[config.mk]
export PLATFORM = sky130hd
export DESIGN_NAME = uart_rx_ctrl
export DESIGN_NICKNAME = d
export VERILOG_FILES = /design/src/rtl/uart_pkg.sv /design/src/rtl/uart_rx_fifo.sv /design/src/rtl/uart_rx_ctrl.sv
export SDC_FILE = /design/constraint.sdc
export NUM_CORES = 1
export LEC_CHECK = 0
export CORE_ASPECT_RATIO = 1.4
export CORE_MARGIN = 2
export CORE_UTILIZATION = 50
export DETAILED_ROUTE_END_ITERATION = 10
export GPL_TIMING_DRIVEN = 0
export MAX_ROUTING_LAYER = met4
export PLACE_DENSITY = 0.79
export SLEW_MARGIN = 10
export SYNTH_ARGS = -nofsm -noshare
export SYNTH_HDL_FRONTEND = slang
export SYNTH_SLANG_ARGS = --single-unit
[constraint.sdc]
create_clock -name clk -period 3 [get_ports clk]
set_clock_uncertainty 0.05 [all_clocks]
set_input_delay 0.9 -clock clk [delete_from_list [all_inputs] [get_ports clk]]
set_output_delay 0.9 -clock clk [all_outputs]
set_load 0.01 [all_outputs]
[src/rtl/uart_pkg.sv]
// Shared types and constants for the UART receive controller slice.
package uart_pkg;

    localparam int unsigned FIFO_DEPTH_DEFAULT = 8;
    localparam int unsigned DATA_W             = 8;
    localparam int unsigned ERR_W              = 3;
    localparam int unsigned STAT_W             = 8;
    localparam int unsigned COUNT_W            = 5;

    // Bit positions inside the error tag {overrun, framing, parity}.
    localparam int unsigned ERR_PARITY  = 0;
    localparam int unsigned ERR_FRAMING = 1;
    localparam int unsigned ERR_OVERRUN = 2;

    typedef enum logic [1:0] {
        ST_IDLE  = 2'd0,
        ST_PUSH  = 2'd1,
        ST_DRAIN = 2'd2
    } rx_state_e;

    typedef struct packed {
        logic [ERR_W-1:0]  err;
        logic [DATA_W-1:0] data;
    } rx_frame_t;

    // Saturating increment used by the statistics counters.
    function automatic logic [STAT_W-1:0] sat_inc(input logic [STAT_W-1:0] value);
        return (value == {STAT_W{1'b1}}) ? value : value + STAT_W'(1);
    endfunction

endpackage

[src/rtl/uart_rx_fifo.sv]
// First-word-fall-through frame FIFO; head is read straight from storage.
module uart_rx_fifo
    import uart_pkg::*;
#(
    parameter int unsigned DEPTH = FIFO_DEPTH_DEFAULT
) (
    input  logic               clk,
    input  logic               rst,
    input  logic               push,
    input  logic               pop,
    input  rx_frame_t          wdata,
    output rx_frame_t          head_c,
    output logic [COUNT_W-1:0] count,
    output logic               full,
    output logic               empty
);

    localparam int unsigned AW = (DEPTH > 1) ? $clog2(DEPTH) : 1;

    rx_frame_t          mem [DEPTH];
    logic [AW-1:0]      wr_ptr;
    logic [AW-1:0]      rd_ptr;
    logic               do_push;
    logic               do_pop;
    logic [COUNT_W-1:0] next_count;

    // A pop on an empty FIFO is ignored; a push on a full FIFO only lands if
    // the head is leaving in the same cycle.
    always_comb begin
        do_pop     = pop & ~empty;
        do_push    = push & (~full | do_pop);
        next_count = count + COUNT_W'(do_push) - COUNT_W'(do_pop);
    end

    assign head_c = mem[rd_ptr];

    always_ff @(posedge clk) begin
        if (do_push) begin
            mem[wr_ptr] <= wdata;
        end
    end

    // Power-of-two depth lets the pointers wrap naturally.
    always_ff @(posedge clk) begin
        if (rst) begin
            wr_ptr <= '0;
            rd_ptr <= '0;
            count  <= '0;
            full   <= 1'b0;
            empty  <= 1'b1;
        end else begin
            if (do_push) begin
                wr_ptr <= wr_ptr + AW'(1);
            end
            if (do_pop) begin
                rd_ptr <= rd_ptr + AW'(1);
            end
            count <= next_count;
            full  <= (next_count == COUNT_W'(DEPTH));
            empty <= (next_count == '0);
        end
    end

endmodule

[src/rtl/uart_rx_ctrl.sv]
// Receive controller: acknowledges UART frames, queues them with error tags,
// and keeps saturating drop/error statistics.
module uart_rx_ctrl
    import uart_pkg::*;
#(
    parameter int unsigned FIFO_DEPTH  = FIFO_DEPTH_DEFAULT,
    parameter bit          DROP_ON_ERR = 1'b0
) (
    input  logic               clk,
    input  logic               rst,
    input  logic [DATA_W-1:0]  rx_data,
    input  logic               rx_rdy,
    input  logic               rx_parityerr,
    input  logic               rx_framingerr,
    input  logic               rx_overrun,
    output logic               rx_read,
    input  logic               pop,
    output logic [DATA_W-1:0]  out_data,
    output logic [ERR_W-1:0]   out_err,
    output logic               out_valid,
    output logic [COUNT_W-1:0] fifo_count,
    output logic               fifo_full,
    output logic [STAT_W-1:0]  drop_cnt,
    output logic [STAT_W-1:0]  err_cnt,
    input  logic               clr_cnt
);

    rx_state_e state;
    rx_frame_t hold;
    rx_frame_t head;
    logic      fifo_empty;
    logic      in_push;
    logic      frame_err;
    logic      full_drop;
    logic      err_drop;
    logic      fifo_push;

    // rx_read is set exactly when entering PUSH, so it mirrors state==PUSH.
    always_ff @(posedge clk) begin
        if (rst) begin
            state   <= ST_IDLE;
            rx_read <= 1'b0;
            hold    <= '0;
        end else begin
            rx_read <= 1'b0;
            unique case (state)
                ST_IDLE: begin
                    if (rx_rdy) begin
                        hold.data              <= rx_data;
                        hold.err[ERR_PARITY]   <= rx_parityerr;
                        hold.err[ERR_FRAMING]  <= rx_framingerr;
                        hold.err[ERR_OVERRUN]  <= rx_overrun;
                        rx_read                <= 1'b1;
                        state                  <= ST_PUSH;
                    end
                end
                ST_PUSH: begin
                    state <= ST_DRAIN;
                end
                ST_DRAIN: begin
                    if (!rx_rdy) begin
                        state <= ST_IDLE;
                    end
                end
                default: begin
                    state <= ST_IDLE;
                end
            endcase
        end
    end

    // Storage decision for the held frame during its PUSH cycle.
    always_comb begin
        in_push   = (state == ST_PUSH);
        frame_err = |hold.err;
        full_drop = in_push & fifo_full & ~pop;
        err_drop  = in_push & DROP_ON_ERR & frame_err;
        fifo_push = in_push & ~full_drop & ~err_drop;
    end

    // Clear wins over a same-cycle increment.
    always_ff @(posedge clk) begin
        if (rst) begin
            drop_cnt <= '0;
            err_cnt  <= '0;
        end else if (clr_cnt) begin
            drop_cnt <= '0;
            err_cnt  <= '0;
        end else begin
            if (full_drop) begin
                drop_cnt <= sat_inc(drop_cnt);
            end
            if (in_push && frame_err) begin
                err_cnt <= sat_inc(err_cnt);
            end
        end
    end

    uart_rx_fifo #(
        .DEPTH (FIFO_DEPTH)
    ) u_fifo (
        .clk    (clk),
        .rst    (rst),
        .push   (fifo_push),
        .pop    (pop),
        .wdata  (hold),
        .head_c (head),
        .count  (fifo_count),
        .full   (fifo_full),
        .empty  (fifo_empty)
    );

    assign out_data  = head.data;
    assign out_err   = head.err;
    assign out_valid = ~fifo_empty;

endmodule

==> results of run 1 <==
[per-stage QoR]
step | total power (W) | utilization [%]
floorplan | 0.00273 | -
global placement | 0.00300 | 58.1
detailed placement | 0.00304 | 59.0
CTS | 0.00546 | 66.3
global route | 0.00564 | 66.5
finish | 0.00544 | 66.5
[synth_stat cells (3+ instances only)]
library cell   n
a211oi_1       3
a21o_1         3
a21oi_1        8
clkbuf_1       6
dfxtp_1       46
edfxtp_1      88
ha_1           9
inv_1         14
mux2_2        11
mux2i_1       13
mux4_2        22
nand2_1       11
nand2b_1       4
nand3_1        3
nor2_1        35
nor2b_1        5
nor3_1         8
nor3b_1        3
nor4_1         4
xnor2_1       10
xor2_1         3
[path summary, 6_finish.rpt]
check	startpoint	endpoint
max reg2reg	state[1]	u_fifo.full
max	flop	out_err[0]
min	u_fifo.rd_ptr[1]	flop
min reg2reg	u_fifo.rd_ptr[1]	flop
[state kept, by name, indices dropped and copies added, names as in the netlist, named ones only]
name and cells:
drop_cnt 8, err_cnt 8, hold 11, rx_read 1, state 2, u_fifo.count 5
u_fifo.empty 1, u_fifo.full 1, u_fifo.mem 88, u_fifo.rd_ptr 3, u_fifo.wr_ptr 3
[per-layer routing]
layer	vias up	wire length (um)	track usage, %
met3	14	420	4.81
li1	1461	-	-
met2	76	5860	35.6
met4	0	164	7.84
met1	1596	4370	22.9
met5	-	0	-
[critical path, delay by kind of cell, from the launching register on]
kind | cells | cell delay (ps)
buf+inv | 3 | 420
mux | 2 | 800
flops | 1 | 390
[area by class of cell]
class | count | area, sq um
plain buffers | 13 | 93.8
clock inverters | 13 | 251
clock buffers | 19 | 443
multi-input cells | 185 | 1750
flip-flops and latches | 134 | 3570
repair buffers | 60 | 587
inverters | 14 | 52.6
fillers | 705 | 3490
well taps | 138 | 173
[cell families after synthesis]
family	after synthesis	share of synthesized area [%]
flip-flops	134	66.3
AO/OA/AOI/OAI	27	3.93
buffers and inverters	27	2.09
AND/OR/NAND/NOR	88	8.87
XOR/XNOR	13	2.12
multiplexers	47	14.2
adder cells (fa/ha/maj)	10	2.47
[what timing repair did]
action	in CTS	in global routing
gates resized for setup	38	11
endpoints found under the setup margin	47	13
endpoints found under the hold margin	0	0
cloned	0	0
pin swaps	1	1
setup buffers	4	0
[report_power, final]
group,switching [W],internal (W)
clock network,0.000737,0.00166
registers,0.0000796,0.00206
logic,0.000400,0.000501
==> reports/metrics.csv, run 1 <==
metric,value,unit
register area share after synthesis,66.3,%
Row Count,44,
Netlist cell types,50,
Routed WL,10.8,mm
NumNets Final,451,
CP Data Required Time,2050,ps
residual DRC count,0,
first-pass GRT wire length,17.3,mm
final instance area,0.00692,sq mm
IO Pins,51,
initial antenna violation count,0,
Power Density,786,mW/mm^2
Final GP Congestion,0.823,
crit path max-delay cell type,mux4_2,
"Min Clock Period, post-route",2970,ps
Worst R2R Setup Slack,430,ps
"Setup violations, final",0,
clock tree buffer depth,2,
critical-path cell list,"buf_12, buf_4, mux4_2, mux2_4, buf_2",
clk root buf,clkbuf_16,
Final ANT Viol Nets,0,
Via Count,3147,
fin crit share,99.1,%
Mapped Area,0.00538,sq mm
final slew viol count,0,
peak supply drop,0.701,mV
Synth async-reset ratio,0,%
CTS HTree Levels,4,
ant diodes,0,
cell taking the most area after synthesis,edfxtp_1,
drt wl/cell,18.8,um
"most common cell after layout, fill and taps aside",edfxtp_1,
worst hold-check path type,reg -> reg,
Die X,91.6,um
Peak Freq,0.336,GHz
grt ovf,0,
Starting Density,51.7,%
Worst Path Max Fanout,10,
Synth-to-Final Area Change,28.7,%
Ys Warns,0,
dominant synthesized flop cell,edfxtp_1,
CP peak stage delay,500,ps
"commonest non-fill, non-tap cells in the layout","edfxtp_1, dfxtp_1, clkdlybuf4s50_1",
hold_buf cts,0,
die area,0.0116,sq mm
layout cell share with drive strength beyond 1,24.2,%
syn nets,372,
Hold Path Depth,2,
Critical Path AT,2020,ps
Inserted Clock Buffers,17,
Cells after Synth,346,
Port Buffers,50,
Place WS,-650,ps
max-cap violation count,0,
Via density,5.46,
placed cells,540,
DRT iter0 DRCs,218,
CTS tree,done,
share of Yosys cell area claimed by the top area cell type,49.2,%
status,"finished, final reports clean",
TNS Setup,0,ps
slew margin rel.,46.9,%
Area contributors post-synth,"edfxtp_1, dfxtp_1, mux4_2",
Worst Slack Setup Final,26.3,ps
CP Class,reg -> out,
core box area,0.0104,sq mm
height of the die,127,um
post-placement cell area,0.00613,sq mm
vias in the first global route,3344,
drt first pass iters,4,
#FFs+latches synth,134,
post-DP HPWL,6.99,mm
clk_lat worst skew,410,ps
CP Capture Type,primary output,
final hold violation count,0,
depth of the most critical reg-to-reg path,10,
pin count of the biggest net entering global routing,17,
clock slew at reported path FFs,60,ps
CP startpoint kind,flop,
clk sinks,134,
GRT Total Usage,20.5,%
Least-Margin Pin Slew,795,ps
final std cells w/o fill,576,
number of synthesized flops with an enable pin,88,
WHS,450,ps
average size of a mapped cell,15.5,sq um
Lkg Pwr,2.39,nW
Power figures use the tool's default switching activity.
==> run 2: changes to the inputs <==
--- a/config.mk
+++ b/config.mk
@@ -11,7 +11,7 @@
 export DETAILED_ROUTE_END_ITERATION = 10
 export GPL_TIMING_DRIVEN = 0
 export MAX_ROUTING_LAYER = met4
-export PLACE_DENSITY = 0.79
+export PLACE_DENSITY_LB_ADDON = 0.3
 export SLEW_MARGIN = 10
 export SYNTH_ARGS = -nofsm -noshare
 export SYNTH_HDL_FRONTEND = slang
==> reports/metrics.csv, run 2 (synthesis gave the netlist of run 1 again) <==
metric,value,unit,change
"Setup violations, final",0,,unchanged
Final ANT Viol Nets,0,,unchanged
"Min Clock Period, post-route",2940,ps,-31.6 ps
die area,0.0116,sq mm,unchanged
CP Capture Type,primary output,,
Die X,91.6,um,unchanged
worst hold-check path type,reg -> reg,,
worst r2r src,state[1],,
Comb pwr share,18.2,%,+1.6 points
NumNets Final,456,,+1.1%
CP Data Required Time,2050,ps,about the same
Inserted Clock Buffers,17,,unchanged
RSZ-0062 raised after global routing,false,,
layout cell share with drive strength beyond 1,26.4,%,+2.2 points
internal power,0.00398,W,-5.7%
pin count of the biggest net entering global routing,17,,unchanged
Worst Path Max Fanout,5,,-5
WP depth,5,,unchanged
switching share of power,23.7,%,+1.3 points
CTS HTree Levels,4,,unchanged
post-DP HPWL,6.77,mm,-3.2%
max-cap violation count,0,,unchanged
clk root buf,clkbuf_16,,
Synth-to-Final Area Change,28.2,%,
"most common cell after layout, fill and taps aside",edfxtp_1,,
Fillers,716,,+1.6%
clk sinks,134,,unchanged
Via Count,3136,,-0.35%
clock tree buffer depth,2,,unchanged
DRT iter0 DRCs,209,,-4.1%
Worst R2R Setup Slack,480,ps,+50 ps
status,"finished, final reports clean",,
CTS tree,done,,
crit path buf inv count,3,,unchanged
fin crit share,98.1,%,-1.1 points
critical path endpoint,out_err[0],,
Least-Margin Pin Slew,775,ps,-20.4 ps
clock slew at reported path FFs,60,ps,about the same
first-pass GRT wire length,16.7,mm,-3.7%
Peak Freq,0.340,GHz,+1.1%
final slew viol count,0,,unchanged
P_sw,0.00124,W,+1.5%
largest registers,"u_fifo.mem (88), hold (11)",,
"Largest delay share family, worst path",multiplexers,,
residual DRC count,0,,unchanged
drt first pass iters,5,,+1
sequential power share,41.1,%,+1.8 points
Via density,5.40,,-1.2%
grt ovf,0,,unchanged
final hold violation count,0,,unchanged
height of the die,127,um,unchanged
Total Power,0.00522,W,-4.1%
Power Density,757,mW/mm^2,-3.7%
Final GP Congestion,0.812,,-1.3%
drt wl/cell,18.3,um,-2.3%
clk_lat worst skew,410,ps,about the same
max reg flops,88,,unchanged
ant diodes,0,,unchanged
largest register by flop count,u_fifo.mem,,
Port Buffers,50,,unchanged
Routed WL,10.7,mm,-1.5%
CP peak stage delay,510,ps,about the same
GRT Total Usage,20.1,%,-0.45 points
initial antenna violation count,0,,unchanged
crit path max-delay cell type,mux4_2,,
Row Count,44,,unchanged
Clock Power Share,40.7,%,-3.4 points
vias in the first global route,3154,,-5.7%
CP Class,reg -> out,,
slew margin rel.,48.3,%,+1.4 points
peak supply drop,0.648,mV,-7.5%
IO Pins,51,,unchanged
FF-to-FF End,u_fifo.full,,
CP startpoint kind,flop,,
post-placement cell area,0.00613,sq mm,unchanged
"commonest non-fill, non-tap cells in the layout","edfxtp_1, dfxtp_1, clkdlybuf4s50_1",,
Starting Density,51.7,%,unchanged
final instance area,0.00689,sq mm,-0.38%
core box area,0.0104,sq mm,unchanged
Lkg Pwr,2.41,nW,+0.73%
Critical Path AT,1990,ps,-30 ps
depth of the most critical reg-to-reg path,10,,unchanged
critical-path cell list,"buf_12, buf_6, mux4_2, mux2_4, buf_2",,
run 2: cell count changes in the layout (fill, tap and decap cells not counted), moves of 2 or more:
cell             delta
dlymetal6s2s_1      +2
clkinv_2            +2
bufinv_16           -3
buf_6               +3
buf_2               +5
clkdlybuf4s15_1     -8
run 2: final cells by class:
type,instances,area [sq um],area share (%)
multi-input combinational,185,1760,25.5
clock buffer,18,429,6.23
tap,138,173,2.50
sequential,134,3570,51.8
buffer,13,93.8,1.36
inverter,14,52.6,0.762
clock inverter,14,184,2.67
timing repair buffer,65,633,9.18
run 2: power by group through the flow:
stage | registers [W] | logic, W | clock network, W
2_1_floorplan | 0.00217 | 0.000559 | 0
3_3_place_gp | 0.00217 | 0.000837 | 0
3_5_place_dp | 0.00217 | 0.000860 | 0
4_1_cts | 0.00214 | 0.000946 | 0.00214
5_1_grt | 0.00216 | 0.00103 | 0.00223
6_report | 0.00214 | 0.000949 | 0.00212
run 2: worst min path at each step:
stage               slack (ps)        startpoint          endpoint  cells past startpoint
detailed placement         440  u_fifo.rd_ptr[1]  u_fifo.rd_ptr[1]                      2
finish                     450  u_fifo.rd_ptr[1]              flop                      2
floorplan                  400  u_fifo.rd_ptr[1]              flop                      2
global route               490  u_fifo.rd_ptr[1]  u_fifo.rd_ptr[1]                      2
global placement           420  u_fifo.rd_ptr[1]  u_fifo.rd_ptr[1]                      2
CTS                        450  u_fifo.rd_ptr[1]  u_fifo.rd_ptr[1]                      2
run 2: timing repair:
action | in CTS | in global routing
hold buffers | 0 | 0
endpoints found under the setup margin | 47 | 11
cloned | 1 | 0
pin swaps | 1 | 1
buffers inserted | 8 | 1
gates resized for setup | 58 | 9
endpoints found under the hold margin | 0 | 0
run 2: stage by stage:
| step | setup slack [ps] | utilization, % | std cells | TNS (ps) | hold WS, ps |
|---|---|---|---|---|---|
| after floorplan | 133 | - | 346 | 0 | 404 |
| after global placement | -1390 | 58.1 | 534 | -69790 | 423 |
| after detailed placement | -607 | 59.0 | 540 | -24060 | 444 |
| after CTS | -173 | 66.1 | 581 | -330 | 451 |
| after global routing | 3.97 | 66.2 | 581 | 0 | 486 |
| final | 57.9 | 66.2 | 581 | 0 | 450 |
run 2: metal layers:
| layer | share of wire (%) | up-vias | GRT usage, % |
|---|---|---|---|
| met2 | 54 | 96 | 35.0 |
| met5 | 0 | - | - |
| li1 | - | 1482 | - |
| met3 | 4.8 | 12 | 4.99 |
| met1 | 40 | 1546 | 22.5 |
| met4 | 1.3 | 0 | 6.60 |
run 2: worst reg2reg max path, cell delays in order (launching register included):
cell	delay (ps)
dfxtp_1	390
nand2b_1	120
buf_2	220
a21o_4	170
inv_1	110
ha_1	240
fa_1	400
a21o_1	190
a21oi_1	170
xnor2_1	170
nor4bb_1	210
==> run 3: changes to the inputs <==
--- a/config.mk
+++ b/config.mk
@@ -9,7 +9,6 @@
 export CORE_MARGIN = 2
 export CORE_UTILIZATION = 50
 export DETAILED_ROUTE_END_ITERATION = 10
-export GPL_TIMING_DRIVEN = 0
 export MAX_ROUTING_LAYER = met4
 export PLACE_DENSITY_LB_ADDON = 0.3
 export SLEW_MARGIN = 10
==> reports/metrics.csv, run 3 (synthesis gave the netlist of run 1 again) <==
metric,value,unit,change
CP peak stage delay,490,ps,-20 ps
Least-Margin Pin Slew,443,ps,-332 ps
IO Pins,51,,unchanged
"Setup violations, final",0,,unchanged
Worst Path Max Fanout,5,,unchanged
initial antenna violation count,0,,unchanged
Lkg Pwr,2.46,nW,+2.2%
CP Capture Type,primary output,,
final slew viol count,0,,unchanged
"commonest non-fill, non-tap cells in the layout","edfxtp_1, dfxtp_1, clkdlybuf4s50_1",,
max reg flops,88,,unchanged
"Min Clock Period, post-route",2980,ps,+33.2 ps
CP Class,reg -> out,,
Final GP Congestion,0.799,,-1.5%
Port Buffers,50,,unchanged
final hold violation count,0,,unchanged
DRT iter0 DRCs,143,,-32%
Via Count,3155,,+0.61%
CP Data Required Time,2050,ps,about the same
max-cap violation count,0,,unchanged
pin count of the biggest net entering global routing,29,,+12
clk root buf,clkbuf_16,,
largest register by flop count,u_fifo.mem,,
post-DP HPWL,6.16,mm,-9.0%
TNS Setup,0,ps,unchanged
Synth-to-Final Area Change,30.0,%,
ant diodes,0,,unchanged
status,"finished, final reports clean",,
largest registers,"u_fifo.mem (88), hold (11)",,
final std cells w/o fill,585,,+0.69%
GRT Total Usage,19.5,%,-0.53 points
worst hold-check path type,reg -> reg,,
Final ANT Viol Nets,0,,unchanged
Power Density,786,mW/mm^2,+3.8%
vias in the first global route,3261,,+3.4%
CTS tree,done,,
Total Power,0.00549,W,+5.3%
Fillers,725,,+1.3%
Row Count,44,,unchanged
Routed WL,10.6,mm,-0.38%
grt ovf,0,,unchanged
CP startpoint kind,flop,,
RSZ-0062 raised after global routing,true,,
Peak Freq,0.336,GHz,-1.1%
hold_buf cts,0,,unchanged
Starting Density,51.7,%,unchanged
slew margin rel.,70.3,%,+22 points
Via density,5.39,,about the same
crit path max-delay cell type,mux4_2,,
placed cells,542,,+0.37%
NumNets Final,460,,+0.88%
clock tree buffer depth,2,,unchanged
clock slew at reported path FFs,50,ps,about the same
drt wl/cell,18.2,um,-1.1%
clk sinks,134,,unchanged
critical-path cell list,"clkbuf_16, buf_4, mux4_2, mux2_4, buf_2",,
die area,0.0116,sq mm,unchanged
residual DRC count,0,,unchanged
"most common cell after layout, fill and taps aside",edfxtp_1,,
FF/Latch Area,0.00357,sq mm,unchanged
Inserted Clock Buffers,17,,unchanged
fin crit share,99.2,%,+1.1 points
Die X,91.6,um,unchanged
first-pass GRT wire length,16.6,mm,-0.66%
Critical Path AT,2030,ps,+40 ps
core box area,0.0104,sq mm,unchanged
height of the die,127,um,unchanged
clk_lat worst skew,400,ps,about the same
peak supply drop,0.622,mV,-4.0%
CTS HTree Levels,4,,unchanged
drt first pass iters,4,,-1
layout cell share with drive strength beyond 1,26.4,%,about the same
area taken by multi-input logic gates,0.00173,sq mm,-1.6%
==> run 3: cell count changes in the layout (fill, tap and decap cells not counted), sizes merged <==
cell	previous run	this run
clkbuf	25	28
clkdlybuf4s15	1	2
dlymetal6s2s	3	0
bufinv	4	6
buf	29	34
clkdlybuf4s50	38	39
clkinvlp	2	0
clkinv	8	5
==> run 3: metrics by stage <==
step	hold WS [ps]	utilization (%)	setup slack [ps]	instance area (sq um)
after CTS	477	66.4	22.1	6910
after detailed placement	446	59.6	-373	6200
final	464	67.2	24.7	6990
after global placement	437	59.6	-294	6200
after floorplan	404	-	133	5380
after global routing	506	67.2	-41.1	6990
==> run 3: path summary, 6_finish.rpt <==
check	start	cells past startpoint	endpoint	slack (ps)
worst max register to register	state[1]	10	u_fifo.empty	520
worst max-delay path	flop	5	out_err[2]	20
worst min register to register	u_fifo.rd_ptr[1]	2	u_fifo.rd_ptr[1]	460
worst min-delay path	u_fifo.rd_ptr[1]	2	u_fifo.rd_ptr[1]	460
==> run 3: final cells by class <==
type / instances / area share [%]
flip-flops and latches: 134 / 51.0
clock inverters: 11 / 2.92
repair buffers: 82 / 11.6
inverters: 14 / 0.752
well taps: 138 / 2.47
clock buffers: 21 / 6.44
multi-input cells: 185 / 24.8
==> run 3: power by group <==
part | total, W | internal [W] | switching [W] | leakage (nW)
logic | 0.00107 | 0.000644 | 0.000429 | 0.957
registers | 0.00215 | 0.00206 | 0.0000867 | 1.19
clock network | 0.00227 | 0.00157 | 0.000700 | 0.322
total | 0.00549 | 0.00428 | 0.00122 | 2.46
==> run 3: what timing repair did <==
| action | 4_1_cts | 5_1_grt |
|---|---|---|
| setup endpoints to repair | 11 | 11 |
| endpoints found under the hold margin | 0 | 0 |
| gates cloned | 1 | 2 |
| buffers inserted | 6 | 2 |
| gates resized for setup | 27 | 19 |
| pin swaps | 0 | 1 |
==> run 3: metal layers <==
layer	part of all wire [%]	routed length, um	GRT usage, %
met1	39	4180	20.9
met2	55	5890	34.9
met3	3.6	382	4.87
met5	0	0	-
met4	1.6	170	6.77
==> run 3: worst max-delay path, delay by kind of cell (launching register included) <==
kind,cells,cell delay [ps]
buffers and inverters,3,430
flip-flops,1,440
multiplexers,2,760
